[src/rtl/crop_pkg.sv]
// Shared helpers for the crop / pooling pixel pipeline: signed max, frame
// dimension check and line-buffer address sizing.
package crop_pkg;

    // Widest pixel the signed-max helper handles; callers sign-extend into
    // this width and truncate the result back to their own pixel width.
    localparam int MAX_W = 32;

    // Signed maximum of two values. On a tie the (equal) second operand is
    // returned, so the result is bit-exact with either input.
    function automatic logic signed [MAX_W-1:0] max_s(
        input logic signed [MAX_W-1:0] a,
        input logic signed [MAX_W-1:0] b
    );
        logic signed [MAX_W-1:0] res;
        if (a > b) begin
            res = a;
        end else begin
            res = b;
        end
        return res;
    endfunction

    // A frame dimension is usable by the 2x2 pool only if it is even and >= 2.
    function automatic bit dim_ok(input int v);
        return (v >= 32'sd2) && ((v % 32'sd2) == 32'sd0);
    endfunction

    // Address width for a memory of the given depth (at least one bit).
    function automatic int lb_addr_w(input int depth);
        return (depth > 32'sd1) ? $clog2(depth) : 32'sd1;
    endfunction

endpackage

[src/rtl/pool_line_buffer.sv]
// Simple dual-port line buffer: one synchronous write port, one
// asynchronous read port. Contents are not reset; every entry is written on
// the even row of a row pair before it is read on the odd row.
module pool_line_buffer
    import crop_pkg::*;
#(
    parameter int DEPTH = 10,
    parameter int WIDTH = 12
) (
    input  logic                          clk,
    input  logic                          wr_en,
    input  logic [lb_addr_w(DEPTH)-1:0]   wr_addr,
    input  logic [WIDTH-1:0]              wr_data,
    input  logic [lb_addr_w(DEPTH)-1:0]   rd_addr,
    output logic [WIDTH-1:0]              rd_data
);

    logic [WIDTH-1:0] mem_r [DEPTH];

    // Write port: store the pair maximum of the even row.
    always_ff @(posedge clk) begin
        if (wr_en) begin
            mem_r[wr_addr] <= wr_data;
        end
    end

    assign rd_data = mem_r[rd_addr];

endmodule

[src/rtl/max_pool_2x2_filter.sv]
// Streaming 2x2 non-overlapping signed max-pool. Consumes a row-major raster
// with valid/ready and emits one pooled pixel per 2x2 window from a single
// output register. The whole stream stalls while that register is full and
// not being drained.
module max_pool_2x2_filter
    import crop_pkg::*;
#(
    parameter int PIXEL_BIT_WIDTH = 12,
    parameter int IN_ROWS         = 20,
    parameter int IN_COLS         = 20
) (
    input  logic                       clk,
    input  logic                       reset,
    input  logic [PIXEL_BIT_WIDTH-1:0] pixel_in,
    input  logic                       in_valid,
    output logic                       in_ready,
    output logic [PIXEL_BIT_WIDTH-1:0] pixel_out,
    output logic                       out_valid,
    input  logic                       out_ready
);

    localparam int ROW_W     = $clog2(IN_ROWS);
    localparam int COL_W     = $clog2(IN_COLS);
    localparam int LB_DEPTH  = IN_COLS / 2;
    localparam int LB_ADDR_W = lb_addr_w(LB_DEPTH);

    // Reject frame shapes the pooling windows cannot tile.
    if (!dim_ok(IN_ROWS)) begin : g_bad_rows
        $error("max_pool_2x2_filter: IN_ROWS must be even and >= 2");
    end
    if (!dim_ok(IN_COLS)) begin : g_bad_cols
        $error("max_pool_2x2_filter: IN_COLS must be even and >= 2");
    end
    if (PIXEL_BIT_WIDTH > MAX_W) begin : g_bad_width
        $error("max_pool_2x2_filter: PIXEL_BIT_WIDTH exceeds crop_pkg::MAX_W");
    end

    logic [ROW_W-1:0]                  row_r;
    logic [COL_W-1:0]                  col_r;
    logic signed [PIXEL_BIT_WIDTH-1:0] hold_r;
    logic signed [PIXEL_BIT_WIDTH-1:0] pixel_out_r;
    logic                              out_valid_r;

    logic                              xfer_s;
    logic                              col_last_s;
    logic                              row_last_s;
    logic                              row_odd_s;
    logic                              col_odd_s;
    logic                              lb_we_s;
    logic                              emit_s;
    logic [LB_ADDR_W-1:0]              lb_addr_s;
    logic [PIXEL_BIT_WIDTH-1:0]        lb_rd_raw_s;
    logic signed [PIXEL_BIT_WIDTH-1:0] lb_rd_s;
    logic signed [PIXEL_BIT_WIDTH-1:0] pixel_sgn_s;
    logic signed [MAX_W-1:0]           pair_wide_s;
    logic signed [MAX_W-1:0]           quad_wide_s;
    logic signed [PIXEL_BIT_WIDTH-1:0] pair_max_s;
    logic signed [PIXEL_BIT_WIDTH-1:0] quad_max_s;

    // Ready depends only on the output register and out_ready, never on in_valid.
    assign in_ready   = !out_valid_r || out_ready;
    assign xfer_s     = in_valid && in_ready;

    assign col_last_s = (col_r == COL_W'(IN_COLS - 1));
    assign row_last_s = (row_r == ROW_W'(IN_ROWS - 1));
    assign row_odd_s  = row_r[0];
    assign col_odd_s  = col_r[0];

    // Even row finishes a horizontal pair into the line buffer; odd row
    // finishes the whole window and produces an output.
    assign lb_we_s    = xfer_s && !row_odd_s && col_odd_s;
    assign emit_s     = xfer_s && row_odd_s && col_odd_s;
    assign lb_addr_s  = LB_ADDR_W'(col_r >> 1);

    assign pixel_sgn_s = $signed(pixel_in);
    assign lb_rd_s     = $signed(lb_rd_raw_s);
    assign pair_wide_s = max_s(MAX_W'(hold_r), MAX_W'(pixel_sgn_s));
    assign quad_wide_s = max_s(MAX_W'(lb_rd_s), pair_wide_s);
    assign pair_max_s  = PIXEL_BIT_WIDTH'(pair_wide_s);
    assign quad_max_s  = PIXEL_BIT_WIDTH'(quad_wide_s);

    pool_line_buffer #(
        .DEPTH (LB_DEPTH),
        .WIDTH (PIXEL_BIT_WIDTH)
    ) u_line_buffer (
        .clk     (clk),
        .wr_en   (lb_we_s),
        .wr_addr (lb_addr_s),
        .wr_data (pair_max_s),
        .rd_addr (lb_addr_s),
        .rd_data (lb_rd_raw_s)
    );

    // Raster position counters; advance on input transfers only and roll
    // straight into the next frame.
    always_ff @(posedge clk or posedge reset) begin
        if (reset) begin
            row_r <= '0;
            col_r <= '0;
        end else if (xfer_s) begin
            if (col_last_s) begin
                col_r <= '0;
                if (row_last_s) begin
                    row_r <= '0;
                end else begin
                    row_r <= row_r + ROW_W'(1);
                end
            end else begin
                col_r <= col_r + COL_W'(1);
            end
        end
    end

    // Capture every even-column pixel as the left half of the current pair.
    always_ff @(posedge clk or posedge reset) begin
        if (reset) begin
            hold_r <= '0;
        end else if (xfer_s && !col_odd_s) begin
            hold_r <= pixel_sgn_s;
        end
    end

    // Output register: load on emit (even if draining the same cycle),
    // otherwise drop valid once the held value is accepted.
    always_ff @(posedge clk or posedge reset) begin
        if (reset) begin
            pixel_out_r <= '0;
            out_valid_r <= 1'b0;
        end else if (emit_s) begin
            pixel_out_r <= quad_max_s;
            out_valid_r <= 1'b1;
        end else if (out_valid_r && out_ready) begin
            out_valid_r <= 1'b0;
        end
    end

    assign pixel_out = pixel_out_r;
    assign out_valid = out_valid_r;

endmodule
[config.mk]
export PLATFORM = sky130hd
export DESIGN_NAME = max_pool_2x2_filter
export DESIGN_NICKNAME = d
export VERILOG_FILES = /design/src/rtl/crop_pkg.sv /design/src/rtl/pool_line_buffer.sv /design/src/rtl/max_pool_2x2_filter.sv
export SDC_FILE = /design/constraint.sdc
export NUM_CORES = 1
export LEC_CHECK = 0
export BUFFER_PORTS_ARGS = -buffer_cell sky130_fd_sc_hd__buf_2
export CAP_MARGIN = 15
export CORE_AREA = 2 2 133 96
export CTS_CLUSTER_SIZE = 28
export DETAILED_ROUTE_END_ITERATION = 10
export DIE_AREA = 0 0 135 98
export PLACE_DENSITY = 0.87
export SYNTH_ARGS = -nofsm -noshare
export SYNTH_HDL_FRONTEND = slang
export SYNTH_HIERARCHICAL = 1
export SYNTH_SLANG_ARGS = --single-unit
[constraint.sdc]
create_clock -name clk -period 5.2 [get_ports clk]
set_input_delay 1.3 -clock clk [delete_from_list [all_inputs] [get_ports clk]]
set_output_delay 1.3 -clock clk [all_outputs]
set_load 0.05 [all_outputs]
==> flow_metrics.py <==
metrics = {
    "final_layout": {
        "layout.filler_cells": 800,
        "layout_common_cells": "sky130_fd_sc_hd__edfxtp_1 (120), sky130_fd_sc_hd__mux2_2 (48), sky130_fd_sc_hd__nand2_1 (46)",
        "syn_to_final_growth_pct": 13.28,
        "insertedDiodeCount": 0,
        "drive_gt1_frac": 0.2740,
        "finish.utilization": 0.6775,
        "nNetsFinal": 591,
        "layout.cells.most_common": "sky130_fd_sc_hd__edfxtp_1",
    },
    "pwr": {
        "power_density_nw_per_um2": 654.3,
        "report.power.total_uw": 5356,
        "power.static_leakage_uw": 0.003191,
        "irDropWorstVdd_mv": 0.3539,
    },
    "sta": {
        "fin_skew_ns": 0.007197,
        "finalSetupViolCount": 0,
        "finalCriticalPeriod_ns": 4.892,
        "holdWs_ns": 0.5102,
        "rsz_0062_raised_after_global_routing": "no",
        "worst-slew-pin-transition_ns": 1.152,
        "fin_tns_setup_ns": 0,
        "final.period_utilization": 0.9407,
        "hold_violation_total_from_the_final_report": 0,
        "max_slew_violation_count": 0,
        "maxSlewHeadroom": 0.2295,
        "timing.fmax_mhz": 204.4,
    },
    "cts": {
        "numCtsBuffers": 17,
        "clock_path_buffers": 2,
        "cts.sinks": 155,
        "number_of_h_tree_levels": 4,
        "cts.hold.buffers_added": 0,
        "cts-resized-gates": 0,
        "later_pin_clock_latency_in_the_skew_report_ns": 0.42,
        "cts.repair_timing.setup_buffer_count": 0,
        "tritoncts": "done",
        "clock_tree.root_cell": "sky130_fd_sc_hd__clkbuf_16",
        "clk_pin_slew_ns": 0.06,
    },
    "grt": {
        "grt_pass1_vias": 4630,
        "initial_antenna_violation_count": 0,
        "grt_start_max_net_pins": 40,
        "grt-ovfl-total": 0,
        "wire_length_of_the_first_global_routing_pass_mm": 24.95,
        "overall_track_demand_over_capacity_in_global_routing": 0.2555,
    },
    "placed_design": {
        "place_hpwl_mm": 10.02,
        "i_o_buffers": 29,
        "place_congestion": 0.8758,
    },
    "worst_hold_path": {
        "hold_class": "reg2reg",
        "count_of_cells_along_the_worst_hold_path": 2,
    },
    "setup_path": {
        "critical_path_required_ns": 5.50,
        "arrival_ns": 5.19,
        "critical_path.startpoint_type": "input pin",
        "worstRegToRegCells": 10,
        "endpoint_kind": "flop",
        "critical_path_peak_fanout": 11,
        "worst-setup-path-type": "in2reg",
    },
    "floorplanning": {
        "die_h_um": 98,
        "fp.dieArea_um2": 13230,
        "rows": 34,
        "chipWidth_um": 135,
        "core_region_area_um2": 12080,
        "boundary_pins": 30,
        "initial_util": 0.5981,
    },
    "logic_synthesis": {
        "synth_area_um2": 7226,
        "postSynthCellCount": 502,
        "yosys.area.top_type_share": 0.4987,
        "yosys.area.top_type": "sky130_fd_sc_hd__edfxtp_1",
        "synth.avg_cell_area_um2": 14.39,
        "count_of_flip_flops_with_a_built_in_enable_after_synthesis": 120,
        "yosys_warnings": 6,
        "synth-main-ff-cell": "sky130_fd_sc_hd__edfxtp_1",
        "synth.area.top_cells": "sky130_fd_sc_hd__edfxtp_1 (50%), sky130_fd_sc_hd__dfrtp_1 (12%), sky130_fd_sc_hd__mux2_2 (7.5%)",
        "ys_async_sr_fraction": 0.2258,
        "ys_seq_elements": 155,
        "post_synth_num_cell_types": 57,
        "synth_nets": 544,
        "synth.yosys.seq_area_share": 0.6199,
    },
    "routing": {
        "post_drt_wl_per_cell_um": 22.09,
        "detailroute.via_count": 4576,
        "drtAntennaViolNets": 0,
        "drt_iter0_markers": 413,
        "post_drt_via_cell_ratio": 6.320,
        "drtPass1Iterations": 5,
        "drt_drc_violations_left": 0,
        "wirelength_mm": 15.99,
    },
    "run_status": {
        "run_status": "completed",
    },
    "flow_run": {
        "drv.max_cap_violation_count": 0,
    },
}
[Yosys cell counts (all sizes together), types with 2 or more instances]
master / instances
nor3: 4
dfrtp: 35
nor2b: 3
nand3b: 2
xnor2: 2
mux2i: 35
nand2: 46
a21oi: 8
o211ai: 4
nand2b: 5
nand4: 9
and2b: 2
a211oi: 2
nor3b: 3
o21ai: 8
mux2: 53
buf: 9
o221ai: 10
edfxtp: 120
a21o: 2
a22o: 14
ha: 26
inv: 33
o311a: 2
nor2: 12
o22ai: 12
clkbuf: 11
o31ai: 14
[layout make-up]
cell class              instances  area [um^2]  share of cell area
clock buffers                  23        520.5             0.06359
clock inverters                 9        55.05            0.006726
inverters                      33        123.9             0.01513
multi-input cells             294         2495              0.3048
flip-flops and latches        155         4481              0.5474
well taps                     162        202.7             0.02476
repair buffers                 48        307.8             0.03760
[final timing paths]
kind	to	slack (ns)	start
worst max-delay path	pixel_out[8]$_DFFE_PP0P_	0.31	pixel_in[11]
worst min-delay path	pixel_out[6]$_DFFE_PP0P_	0.51	pixel_out[6]$_DFFE_PP0P_
worst max register to register	pixel_out[8]$_DFFE_PP0P_	0.90	col_r[1]$_DFFE_PP0P_
worst min register to register	pixel_out[6]$_DFFE_PP0P_	0.51	pixel_out[6]$_DFFE_PP0P_
max in group asynchronous	col_r[1]$_DFFE_PP0P_	3.90	reset
min in group asynchronous	col_r[4]$_DFFE_PP0P_	0.97	reset
[sequential cells by signal, indices dropped and copies added (netlist names)]
register / count
row_r: 5
col_r: 5
pixel_out: 12
hold_r: 12
out_valid: 1
u_line_buffer/mem_r: 120
[critical path: stages]
cell	delay, ns
sky130_fd_sc_hd__buf_2	0.12
sky130_fd_sc_hd__inv_1	0.05
sky130_fd_sc_hd__ha_1	0.36
sky130_fd_sc_hd__nand4_2	0.15
sky130_fd_sc_hd__or2_4	0.29
sky130_fd_sc_hd__a22oi_1	0.24
sky130_fd_sc_hd__o311a_1	0.29
sky130_fd_sc_hd__buf_4	0.24
sky130_fd_sc_hd__mux2i_2	0.30
sky130_fd_sc_hd__ha_1	0.32
sky130_fd_sc_hd__a21oi_1	0.18
sky130_fd_sc_hd__a21oi_1	0.10
sky130_fd_sc_hd__o41ai_2	0.45
sky130_fd_sc_hd__nand2_1	0.41
sky130_fd_sc_hd__o221ai_1	0.39
[routing by layer]
layer	wire length (um)	global-route usage	part of all wire	vias up
li1	-	-	-	2010
met1	6613	0.3344	0.41	2331
met2	7866	0.4135	0.49	199
met3	1079	0.06698	0.067	36
met4	434	0.1002	0.027	0
met5	0	0	0	-
[metrics by stage]
step,cell area [um^2],worst slack (ns),std cells
after global routing,8185,0.07778,724
after floorplan,7226,0.4393,502
final,8185,0.3083,724
after global placement,7575,0.3951,690
after CTS,8150,0.4176,722
after detailed placement,7575,0.1189,690
[kinds of logic after synthesis]
group,Yosys count,synth area share
DFF,155,0.6199
and+or+nand+nor,94,0.06424
muxes,88,0.1404
AOI/OAI and AO/OA,84,0.09004
buffers and inverters,53,0.03792
adders and majority gates,26,0.04502
xor gates and xnor gates,2,0.002425
[report_power, final]
group | leakage [uW] | internal (uW) | switching [uW]
Combinational | 0.00139 | 877 | 1380
Clock | 0.000292 | 704 | 486
Sequential | 0.00151 | 1710 | 205
Total | 0.00319 | 3290 | 2070
Note: power is estimated with default switching activity, not from simulation.
